File: src/rtl/iodelay_array_if.sv
// rtl/iodelay_array_if.sv - per-channel data, tap-control and calibration signals of iodelay_array
interface iodelay_array_if #(
  parameter int CHANNELS = 4,
  parameter int MAX_TAPS = 16
);
  localparam int TAP_W = $clog2(MAX_TAPS);

  logic                      CAL;
  logic [CHANNELS-1:0]       CE;
  logic [CHANNELS-1:0]       INC;
  logic [CHANNELS-1:0]       IDATAIN;
  logic [CHANNELS-1:0]       ODATAIN;
  logic [CHANNELS-1:0]       T;
  logic [CHANNELS-1:0]       DATAOUT;
  logic [CHANNELS-1:0]       DOUT;
  logic [CHANNELS-1:0]       TOUT;
  logic                      BUSY;
  logic [CHANNELS*TAP_W-1:0] TAP_VALUE;

  // Driver side: the I/O wrapper or a testbench
  modport master (
    output CAL, CE, INC, IDATAIN, ODATAIN, T,
    input  DATAOUT, DOUT, TOUT, BUSY, TAP_VALUE
  );

  // Delay-array side
  modport slave (
    input  CAL, CE, INC, IDATAIN, ODATAIN, T,
    output DATAOUT, DOUT, TOUT, BUSY, TAP_VALUE
  );
endinterface

File: src/rtl/iodelay_array.sv
// rtl/iodelay_array.sv - cycle-accurate multi-channel programmable delay line with tap counters and calibration
module iodelay_array #(
  parameter int    CHANNELS           = 4,
  parameter int    MAX_TAPS           = 16,
  parameter string IDELAY_TYPE        = "VARIABLE_FROM_ZERO",
  parameter int    IDELAY_VALUE       = 0,
  parameter string COUNTER_WRAPAROUND = "WRAPAROUND",
  parameter int    CAL_CYCLES         = 8
) (
  input logic            CLK,
  input logic            RST_N,
  iodelay_array_if.slave io_if
);
  localparam int TAP_W = $clog2(MAX_TAPS);
  localparam bit IS_FIXED = (IDELAY_TYPE == "FIXED");
  localparam bit IS_WRAP  = (COUNTER_WRAPAROUND == "WRAPAROUND");
  localparam int START_INT = (IDELAY_TYPE == "VARIABLE_FROM_HALF_MAX") ? (MAX_TAPS / 2) : IDELAY_VALUE;
  localparam logic [TAP_W-1:0] TAP_START = TAP_W'(START_INT);
  localparam logic [TAP_W-1:0] TAP_LAST  = TAP_W'(MAX_TAPS - 1);
  localparam logic [7:0]       CNT_LOAD  = 8'(CAL_CYCLES - 1);

  typedef enum logic {ST_IDLE, ST_CAL_BUSY} state_t;

  state_t             state_q, state_d;
  logic [7:0]         cnt_q, cnt_d;
  logic [TAP_W-1:0]   tap_q [CHANNELS];
  logic [TAP_W-1:0]   tap_d [CHANNELS];
  // Stage s holds IDATAIN as sampled s+1 edges ago; tap k reads stage k-1
  logic [MAX_TAPS-2:0] line_q [CHANNELS];

  logic                      busy;
  logic                      tap_load;
  logic                      adj_en;
  logic [CHANNELS-1:0]       dataout;
  logic [CHANNELS*TAP_W-1:0] tap_value;

  // Calibration state and countdown register
  always_ff @(posedge CLK) begin
    if (!RST_N) begin
      state_q <= ST_IDLE;
      cnt_q   <= '0;
    end else begin
      state_q <= state_d;
      cnt_q   <= cnt_d;
    end
  end

  // Next calibration state: accept CAL only from IDLE, count down, return when the count expires
  always_comb begin
    state_d = state_q;
    cnt_d   = cnt_q;
    case (state_q)
      ST_IDLE: begin
        if (io_if.CAL) begin
          state_d = ST_CAL_BUSY;
          cnt_d   = CNT_LOAD;
        end
      end
      ST_CAL_BUSY: begin
        if (cnt_q != 8'd0) begin
          cnt_d = cnt_q - 8'd1;
        end else begin
          state_d = ST_IDLE;
        end
      end
      default: state_d = ST_IDLE;
    endcase
  end

  // Control decoded from the calibration state; a CAL in IDLE pre-empts that cycle's tap adjust
  always_comb begin
    busy     = (state_q == ST_CAL_BUSY);
    tap_load = (state_q == ST_CAL_BUSY) && (cnt_q == 8'd0);
    adj_en   = (state_q == ST_IDLE) && !io_if.CAL && !IS_FIXED;
  end

  // Per-channel tap next value: reload at end of calibration, else step with wrap or saturation
  always_comb begin
    for (int c = 0; c < CHANNELS; c++) begin
      tap_d[c] = tap_q[c];
      if (tap_load) begin
        tap_d[c] = TAP_START;
      end else if (adj_en && io_if.CE[c]) begin
        if (io_if.INC[c]) begin
          if (tap_q[c] == TAP_LAST) tap_d[c] = IS_WRAP ? '0 : TAP_LAST;
          else                      tap_d[c] = tap_q[c] + TAP_W'(1);
        end else begin
          if (tap_q[c] == '0) tap_d[c] = IS_WRAP ? TAP_LAST : '0;
          else                tap_d[c] = tap_q[c] - TAP_W'(1);
        end
      end
    end
  end

  // Tap counters
  always_ff @(posedge CLK) begin
    for (int c = 0; c < CHANNELS; c++) begin
      if (!RST_N) tap_q[c] <= TAP_START;
      else        tap_q[c] <= tap_d[c];
    end
  end

  // Delay lines shift every cycle, independent of calibration
  always_ff @(posedge CLK) begin
    for (int c = 0; c < CHANNELS; c++) begin
      if (!RST_N) begin
        line_q[c] <= '0;
      end else begin
        line_q[c][0] <= io_if.IDATAIN[c];
        for (int s = 1; s < MAX_TAPS - 1; s++) begin
          line_q[c][s] <= line_q[c][s-1];
        end
      end
    end
  end

  // Tap selects the delay-line stage; tap 0 is a straight combinational path
  always_comb begin
    dataout = io_if.IDATAIN;
    for (int c = 0; c < CHANNELS; c++) begin
      for (int k = 1; k < MAX_TAPS; k++) begin
        if (tap_q[c] == TAP_W'(k)) dataout[c] = line_q[c][k-1];
      end
    end
  end

  // Pack taps onto the flat status bus, channel i at [i*TAP_W +: TAP_W]
  always_comb begin
    tap_value = '0;
    for (int c = 0; c < CHANNELS; c++) begin
      tap_value[c*TAP_W +: TAP_W] = tap_q[c];
    end
  end

  assign io_if.DATAOUT   = dataout;
  assign io_if.DOUT      = io_if.ODATAIN;
  assign io_if.TOUT      = io_if.T;
  assign io_if.BUSY      = busy;
  assign io_if.TAP_VALUE = tap_value;

endmodule

File: src/flat_wrapper.sv
// flat-port wrapper written by rule: the top's interface ports become plain ports
module iodelay_array_flat 
#(
  parameter int    CHANNELS           = 4,
  parameter int    MAX_TAPS           = 16,
  parameter string IDELAY_TYPE        = "                  ",
  parameter int    IDELAY_VALUE       = 0,
  parameter string COUNTER_WRAPAROUND = "          ",
  parameter int    CAL_CYCLES         = 8
)
  (CLK, RST_N, io_if_CAL, io_if_CE, io_if_INC, io_if_IDATAIN, io_if_ODATAIN, io_if_T, io_if_DATAOUT, io_if_DOUT, io_if_TOUT, io_if_BUSY, io_if_TAP_VALUE);
  iodelay_array_if #(.CHANNELS(CHANNELS), .MAX_TAPS(MAX_TAPS)) io_if_i ();
  input logic CLK;
  input logic RST_N;
  input wire logic [$bits(io_if_i.CAL)-1:0] io_if_CAL;
  input wire logic [$bits(io_if_i.CE)-1:0] io_if_CE;
  input wire logic [$bits(io_if_i.INC)-1:0] io_if_INC;
  input wire logic [$bits(io_if_i.IDATAIN)-1:0] io_if_IDATAIN;
  input wire logic [$bits(io_if_i.ODATAIN)-1:0] io_if_ODATAIN;
  input wire logic [$bits(io_if_i.T)-1:0] io_if_T;
  output wire logic [$bits(io_if_i.DATAOUT)-1:0] io_if_DATAOUT;
  output wire logic [$bits(io_if_i.DOUT)-1:0] io_if_DOUT;
  output wire logic [$bits(io_if_i.TOUT)-1:0] io_if_TOUT;
  output wire logic [$bits(io_if_i.BUSY)-1:0] io_if_BUSY;
  output wire logic [$bits(io_if_i.TAP_VALUE)-1:0] io_if_TAP_VALUE;
  assign io_if_i.CAL = io_if_CAL;
  assign io_if_i.CE = io_if_CE;
  assign io_if_i.INC = io_if_INC;
  assign io_if_i.IDATAIN = io_if_IDATAIN;
  assign io_if_i.ODATAIN = io_if_ODATAIN;
  assign io_if_i.T = io_if_T;
  assign io_if_DATAOUT = io_if_i.DATAOUT;
  assign io_if_DOUT = io_if_i.DOUT;
  assign io_if_TOUT = io_if_i.TOUT;
  assign io_if_BUSY = io_if_i.BUSY;
  assign io_if_TAP_VALUE = io_if_i.TAP_VALUE;
  iodelay_array #(.CHANNELS(CHANNELS), .MAX_TAPS(MAX_TAPS), .IDELAY_TYPE(IDELAY_TYPE), .IDELAY_VALUE(IDELAY_VALUE), .COUNTER_WRAPAROUND(COUNTER_WRAPAROUND), .CAL_CYCLES(CAL_CYCLES)) u_core (.CLK(CLK), .RST_N(RST_N), .io_if(io_if_i));
endmodule
File: config.mk
export PLATFORM = sky130hd
export DESIGN_NAME = iodelay_array_flat
export DESIGN_NICKNAME = d
export VERILOG_FILES = /design/src/rtl/iodelay_array_if.sv /design/src/rtl/iodelay_array.sv /design/src/flat_wrapper.sv
export SDC_FILE = /design/constraint.sdc
export NUM_CORES = 1
export LEC_CHECK = 0
export ABC_AREA = 1
export CAP_MARGIN = 15
export CORE_ASPECT_RATIO = 0.6
export CORE_MARGIN = 5
export CORE_UTILIZATION = 30
export CTS_BUF_LIST = sky130_fd_sc_hd__clkbuf_8
export DETAILED_ROUTE_END_ITERATION = 8
export GPL_TIMING_DRIVEN = 0
export PLACE_DENSITY = 0.54
export SLEW_MARGIN = 15
export SYNTH_ARGS = -nofsm -noshare
export SYNTH_HDL_FRONTEND = slang
export SYNTH_SLANG_ARGS = --single-unit
File: constraint.sdc
create_clock -name CLK -period 5 [get_ports CLK]
set_input_delay 1.25 -clock CLK [delete_from_list [all_inputs] [get_ports CLK]]
set_output_delay 1.25 -clock CLK [all_outputs]
set_load 0.05 [all_outputs]
Yosys cells after proc, flatten, opt, wreduce, memory -nomap -nowiden

Memory sizes are Yosys's and may differ from the RTL's.
Index checks and enable logic that the tools add are counted.

Equality and inequality tests: 62
Multiplexer cells: 152
Reduce and logical (&&, ||, !) cells: 14
Add/sub/neg operators: 9
Bitwise logic cells: 65

Operators by type and width:

| operator                                                               | number |
|---|---|
| 4-bit equality test (second input constant)                            | 32 |
| 1-bit 2-to-1 mux                                                       | 124 |
| 4-bit 2-to-1 mux                                                       | 24 |
| 4-bit by 3-bit equality test with 1-bit output (second input constant) | 16 |
| 1-bit bitwise OR                                                       | 64 |
| 4-bit by 2-bit equality test with 1-bit output (second input constant) | 8 |
| 4-bit by 1-bit adder with 4-bit output (second input constant)         | 4 |
| 4-bit by 1-bit equality test with 1-bit output (second input constant) | 4 |
| 4-bit logical NOT                                                      | 4 |
| 8-bit 2-to-1 mux                                                       | 2 |
| 8-bit case mux with 2 select lines                                     | 1 |
| 4-bit by 1-bit subtractor with 4-bit output (second input constant)    | 4 |
| 8-bit logical NOT                                                      | 1 |
| 8-bit nonzero test                                                     | 1 |
| 8-bit by 1-bit subtractor with 8-bit output (second input constant)    | 1 |
| 1-bit logical AND                                                      | 6 |
| 2-bit inequality test (second input constant)                          | 2 |
| 1-bit case mux with 2 select lines                                     | 1 |
| 2-bit AND reduction                                                    | 1 |
| 1-bit logical NOT                                                      | 1 |
| 1-bit NOT                                                              | 1 |

Memories: 2
Bits in writable memories: 76
Logic and storage cells: 306
Register bits: 9
Output and inout port bits: 29
Input port bits: 23

Memories:

| memory        | depth | bits a word | read ports | clocked after Yosys merged registers in | wr ports | RTL line            | text |
|---|---|---|---|---|---|---|---|
| u_core.line_q | 4     | 15          | 4          | 0                                       | 4        | iodelay_array.sv:29 | `logic [MAX_TAPS-2:0] line_q [CHANNELS];` |
| u_core.tap_q  | 4     | 4           | 4          | 0                                       | 4        | iodelay_array.sv:26 | `logic [TAP_W-1:0] tap_q [CHANNELS];` |

Longest topological paths before layout

Gate-level depths: netlist of run 1.

Depth in word-level cells: 16
Depth in mapped cells: 22
Mapped depth without buffers: 22

Worst setup path after synthesis of run 1

Ideal clock, no wire load.

Path type: input to output
Start: input io_if_IDATAIN[0]
End: output io_if_DATAOUT[0]
Arrival time: 2.721 ns
Stages on the path: 18
Buffers on the path: 0
Slack: 1.029 ns
Cells stage by stage: nand2_1 nand2_1 nand2_1 nand2_1 nand2_1 nand2_1 nand2_1 nand2_1 nand2_1 nand2_1 nand2_1 nand2_1 nand2_1 nand2_1 nand2_1 nand2_1 nand2_1 a21oi_1

Word-level cells in the longest chain between the ends: 15

Ends and longest elaborated chain:

| what                           | RTL line             | text |
|---|---|---|
| start: declaration             | flat_wrapper.sv:18   | `input wire logic [$bits(io_if_i.IDATAIN)-1:0] io_if_IDATAIN;` |
| 1-bit 2-to-1 mux (15 in a row) | iodelay_array.sv:122 | `if (tap_q[c] == TAP_W'(k)) dataout[c] = line_q[c][k-1];` |
| end: declaration               | flat_wrapper.sv:21   | `output wire logic [$bits(io_if_i.DATAOUT)-1:0] io_if_DATAOUT;` |

No other way between the ends.

Final worst setup path of run 1

Start: input io_if_IDATAIN[1]
End: output io_if_DATAOUT[1]

Same word-level chain as after synthesis.

==> impl_metrics.ini, run 1 <==
[cts]
cts-root-buf = clkbuf_8
clk_latency_ps = 350
clock-sinks = 85
clk_pin_slew_worst_paths_ps = 80
cts.path.max_buffers = 2
cts_tree = yes
postCtsHoldBufs = 0
post_cts_buffers = 0
numCtsBuffers = 9
h-tree-depth = 3

[floorplanning]
core_area_mm2 = 0.0145
initial_core_util_pct = 30.8
die_area_mm2 = 0.0175
ios = 52
rows = 34
die_w_um = 168
die_h_um = 105

[sta]
hold_viol = 0
worst_slew_pin_slew_ps = 922
fmax_ghz = 0.208
clock_skew_ps = 10.7
relSlewSlack_pct = 38.3
period_needed_ps = 4800
finalMaxSlewViolations = 0
period_share_pct = 95.9
rsz0062_at_grt = false
setup_tns_ps = 0
setup_viol = 0

[synth]
synth_top_area_share_pct = 38.0
synth_commonest_cells = 195 x nand2_1, 133 x inv_1, 85 x dfxtp_1
ys_seq_area_share_pct = 38.0
syn_nets = 729
syn_inst = 689
synthArstFlopShare_pct = 0
synth_edf_count = 0
syn_avg_cell_area_um2 = 6.50
synth_largest_area_cell = dfxtp_1
synthesis.area_mm2 = 0.00448
yosysWarnings = 0
synth.distinct_cells = 35
ys_top_cells_by_area = dfxtp_1 38%, nand2_1 16%, inv_1 11%
ys.flop_type = dfxtp_1
ys_seq_elements = 85
synth_most_common_cell = nand2_1

[detailed_routing]
ant_nets = 0
vias = 3951
drt-pass1-iter-count = 5
routedWlPerCell_um = 11.1
vias_per_cell = 4.19
first_iter_violations = 269
totalWireLength_um = 10500
drc = 0

[global_routing]
track_usage_pct = 12.1
grt_pass1_vias = 3562
grt_pass1_wl_um = 17800
gr-total-overflow = 0
antenna_found_initial = 0
grt_max_degree = 14

[power_and_ir_drop]
p_leak_nw = 2.73
ir_worst_vdd_v = 0.000112
powerDensity_mw_per_mm2 = 308

[cells_and_area]
syn_to_final_growth_pct = 19.9
design_area_mm2 = 0.00537
final_core_util_pct = 36.9
instances_no_fill = 944
drive_above_1_share_pct = 6.57
num_antenna_cells = 0
nets = 782

[placed_design]
gp_congestion = 0.871
dpl_cell_area_mm2 = 0.00514
io_buffers = 42
dp_cells = 929
dp_hpwl_um = 7960

[setup_path]
crit_type = in2out
required_ps = 3750
crit_path_start_kind = primary input
cp-end-kind = output pin
cp.arrival_ps = 3550
cp_max_fo = 2

[job]
max_cap_viol_count = 0

[worst_hold_path]
hold_class = reg2reg

[run_status]
status = completed
state kept, by name, summed over array words and instances (netlist names):
signal	count
u_core.line_q	60
u_core.tap_q	16
u_core.cnt_q	8
u_core.io_if.BUSY	1
cell type report:
class	instances	area (µm²)
Buffer	18	100
Tap cell	198	248
Clock inverter	5	76.3
Fill cell	1580	9180
Sequential cell	85	1700
Timing Repair Buffer	42	428
Multi-Input combinational cell	435	2110
Inverter	151	567
Clock buffer	10	138
critical path, cell delays in order:
cell,delay [ps]
clkdlybuf4s50_1,480
inv_1,50
nand2_1,50
nand3_1,60
nand2_1,60
nand2_1,40
nand2_1,50
nand2_1,50
nand2_1,50
nand2_1,40
nand2_1,50
nand2_1,50
nand2_1,50
nand2_1,50
nand2_1,60
nand2_1,50
nand2_1,50
nand2_1,50
nand2_1,50
nand2_1,60
nand2_1,50
clkdlybuf4s50_1,790
per-layer routing:
layer	vias up	GRT usage (%)	routed length [µm]
li1	2203	-	-
met1	1653	20.3	6420
met2	89	14.8	3490
met3	6	3.47	550
met4	0	2.08	44
met5	-	0	0
path summary, 6_finish.rpt:
path / from / end / slack [ps] / cells past startpoint
min reg2reg: u_core.line_q[1][10] / u_core.line_q[1][11] / 430 / 2
max: io_if_IDATAIN[1] / io_if_DATAOUT[1] / 200 / 22
min: u_core.line_q[1][10] / u_core.line_q[1][11] / 430 / 2
max reg2reg: u_core.cnt_q[0] / u_core.tap_q[0][3] / 2430 / 8
per-stage QoR:
stage / setup WS (ps) / power [mW] / hold WS (ps)
after floorplan: 1030 / 1.02 / 404
after CTS: 126 / 1.67 / 434
after global placement: 120 / 1.14 / 419
after global routing: 1.38 / 1.75 / 453
final: 204 / 1.65 / 431
after detailed placement: 133 / 1.13 / 423
power breakdown:
| group | switching (mW) | internal, mW | leakage [nW] |
|---|---|---|---|
| Sequential | 0.0270 | 0.700 | 0.691 |
| Clock | 0.242 | 0.290 | 0.110 |
| Combinational | 0.260 | 0.132 | 1.93 |
| Total | 0.529 | 1.12 | 2.73 |
cell families (layout without fill, tap and decap cells):
kind of cell	after synthesis	count (layout)	synth area share (%)
simple gates	318	318	29.5
xor+xnor	6	6	1.17
fa+ha+maj	17	17	4.75
flops	85	85	38.0
compound gates	94	94	11.7
buf+inv	169	226	14.9
timing repair:
item,4_1_cts,5_1_grt
endpoints found under the setup margin,0,3
endpoints found under the hold margin,0,0
resized for setup,0,3
layout by cell type (no fill, tap or decap), types with 10 or more instances in the layout:
master	n
nand3_1	24
a21oi_1	27
clkdlybuf4s50_1	39
ha_1	17
o21ai_0	31
clkbuf_8	10
nor3_1	10
inv_2	16
inv_1	134
nor2_1	70
dfxtp_1	85
nand2_1	195
Power figures use the tool's default switching activity.
==> run 2: changes to the inputs <==
--- a/config.mk
+++ b/config.mk
@@ -8,13 +8,11 @@
 export ABC_AREA = 1
 export CAP_MARGIN = 15
 export CORE_ASPECT_RATIO = 0.6
-export CORE_MARGIN = 5
 export CORE_UTILIZATION = 30
 export CTS_BUF_LIST = sky130_fd_sc_hd__clkbuf_8
 export DETAILED_ROUTE_END_ITERATION = 8
 export GPL_TIMING_DRIVEN = 0
 export PLACE_DENSITY = 0.54
-export SLEW_MARGIN = 15
 export SYNTH_ARGS = -nofsm -noshare
 export SYNTH_HDL_FRONTEND = slang
 export SYNTH_SLANG_ARGS = --single-unit
==> run 2 against run 1 <==
Sequential cell count unchanged. Die area decreased by 12%. Core utilization decreased by 0.38 points. Critical path depth is 3 lower. Sequential share of layout area up 0.33 points. Routed wire length down 3.8%. Hold slack got worse by 1.5 ps. Register-to-register slack gained 120 ps. Power decreased by 7.3%. Setup slack got worse by 15 ps. Final cell count unchanged. Critical path type unchanged.
==> impl_metrics.ini, run 2 (synthesis results as in run 1) <==
[detailed_routing]
vias = 3960
ant_nets = 0
vias_per_cell = 4.19
routedWlPerCell_um = 10.7
met2WireLength_um = 3360
wl_met1_um = 6130
first_iter_violations = 227
wl_met3_um = 529
drt-pass1-iter-count = 5
drc = 0
totalWireLength_um = 10100
top_layer = met4

[floorplanning]
rows = 34
core_area_mm2 = 0.0145
die_w_um = 160
initial_core_util_pct = 30.8
die_h_um = 96.6
die_area_mm2 = 0.0154
ios = 52

[setup_path]
critPathMaxStageDelay_ps = 790
reg2reg_from = u_core.cnt_q[0]
crit_path_start_kind = primary input
crit_slowest_cell = clkdlybuf4s50_1
cp-end-kind = output pin
crit_path_start = io_if_IDATAIN[3]
cp.arrival_ps = 3560
crit_path_cell_trace = clkdlybuf4s50_1 -> o21bai_1 -> nand3_1 -> nand3_1 -> nand2_1 -> nand2_1 -> nand2_1 -> nand2_1 -> nand2_1 -> nand2_1 -> nand2_1 -> nand3_1 -> nand2_1 -> nand2_1 -> nand2_1 -> nand2_1 -> nand2_1 -> nand2_1 -> clkdlybuf4s50_1
crit_type = in2out
required_ps = 3750
cp_max_fo = 2
cp_common_cell = nand2_1

[worst_hold_path]
min_from = u_core.line_q[3][8]
hold_class = reg2reg

[placed_design]
dp_cells = 929
io_buffers = 42
dp_hpwl_um = 7630
gp_congestion = 0.857
dpl_cell_area_mm2 = 0.00514
dp_slack_ps = 171

[sta]
hold_viol = 0
fmax_ghz = 0.208
fin_ws_ps = 189
relSlewSlack_pct = 46.6
clock_skew_ps = 10.3
setup_tns_ps = 0
finalMaxSlewViolations = 0
setup_viol = 0
rsz0062_at_grt = false
period_needed_ps = 4810
worst_slew_pin_slew_ps = 798
period_share_pct = 96.2

[cts]
cts.path.max_buffers = 2
numCtsBuffers = 9
post_cts_buffers = 0
cts-root-buf = clkbuf_8
clk_latency_ps = 350
clock-sinks = 85
clk_pin_slew_worst_paths_ps = 80
h-tree-depth = 3
cts_tree = yes

[power_and_ir_drop]
ir_worst_vdd_v = 0.000115
p_leak_nw = 2.72
powerDensity_mw_per_mm2 = 288

[cells_and_area]
design_area_mm2 = 0.00531
largest_reg_flops = 60
num_antenna_cells = 0
nets = 782
final_core_util_pct = 36.5
largestRegisters = u_core.line_q: 60 flops, u_core.tap_q: 16 flops, u_core.cnt_q: 8 flops
instances_no_fill = 944
syn_to_final_growth_pct = 18.6
layout_commonest_cell = nand2_1
regMostFlops = u_core.line_q
drive_above_1_share_pct = 6.30
final_cell_mix = 195 x nand2_1, 136 x inv_1, 85 x dfxtp_1

[job]
max_cap_viol_count = 0

[global_routing]
gr-total-overflow = 0
grt_pass1_wl_um = 17100
grt_max_degree = 13
grt_pass1_vias = 3456
antenna_found_initial = 0
track_usage_pct = 13.8

[run_status]
status = completed
[run 2: repair_timing]
item | CTS | global route
hold buffers | 0 | 0
gates resized for setup | 0 | 3
endpoints found under the setup margin | 0 | 3
[run 2: final timing paths]
path | slack (ps) | depth (start not counted) | endpoint
worst max-delay path | 190 | 19 | io_if_DATAOUT[3]
worst min-delay path | 430 | 2 | u_core.line_q[3][9]
worst max register to register | 2550 | 8 | u_core.tap_q[1][2]
worst min register to register | 430 | 2 | u_core.line_q[3][9]
[run 2: area by class of cell]
type	count	area (µm²)
tap	198	248
clock buffer	10	138
inverter	151	567
buffer	18	100
timing repair buffer	42	428
clock inverter	5	21.3
sequential	85	1700
fill	1573	9240
multi-input combinational	435	2110
[run 2: where the power goes]
part	switching [mW]	internal, mW	leakage [nW]
logic	0.256	0.132	1.93
clock network	0.232	0.184	0.0957
registers	0.0265	0.700	0.691
total	0.514	1.02	2.72
[run 2: worst max-delay path, delay by kind of cell]
family                 cells  cell delay, ps
AO/OA/AOI/OAI              1             120
buffers and inverters      2            1300
AND/OR/NAND/NOR           16             880
[run 2: per-stage QoR]
step	total power [mW]	hold WS (ps)
final	1.53	429
after global routing	1.63	448
after CTS	1.55	433
after detailed placement	1.13	421
after global placement	1.13	419
after floorplan	1.02	404
[run 2: layer usage]
layer	vias up	global-route usage (%)
met3	9	3.56
met1	1651	22.8
met4	0	3.55
met5	-	0
met2	84	16.5
li1	2216	-
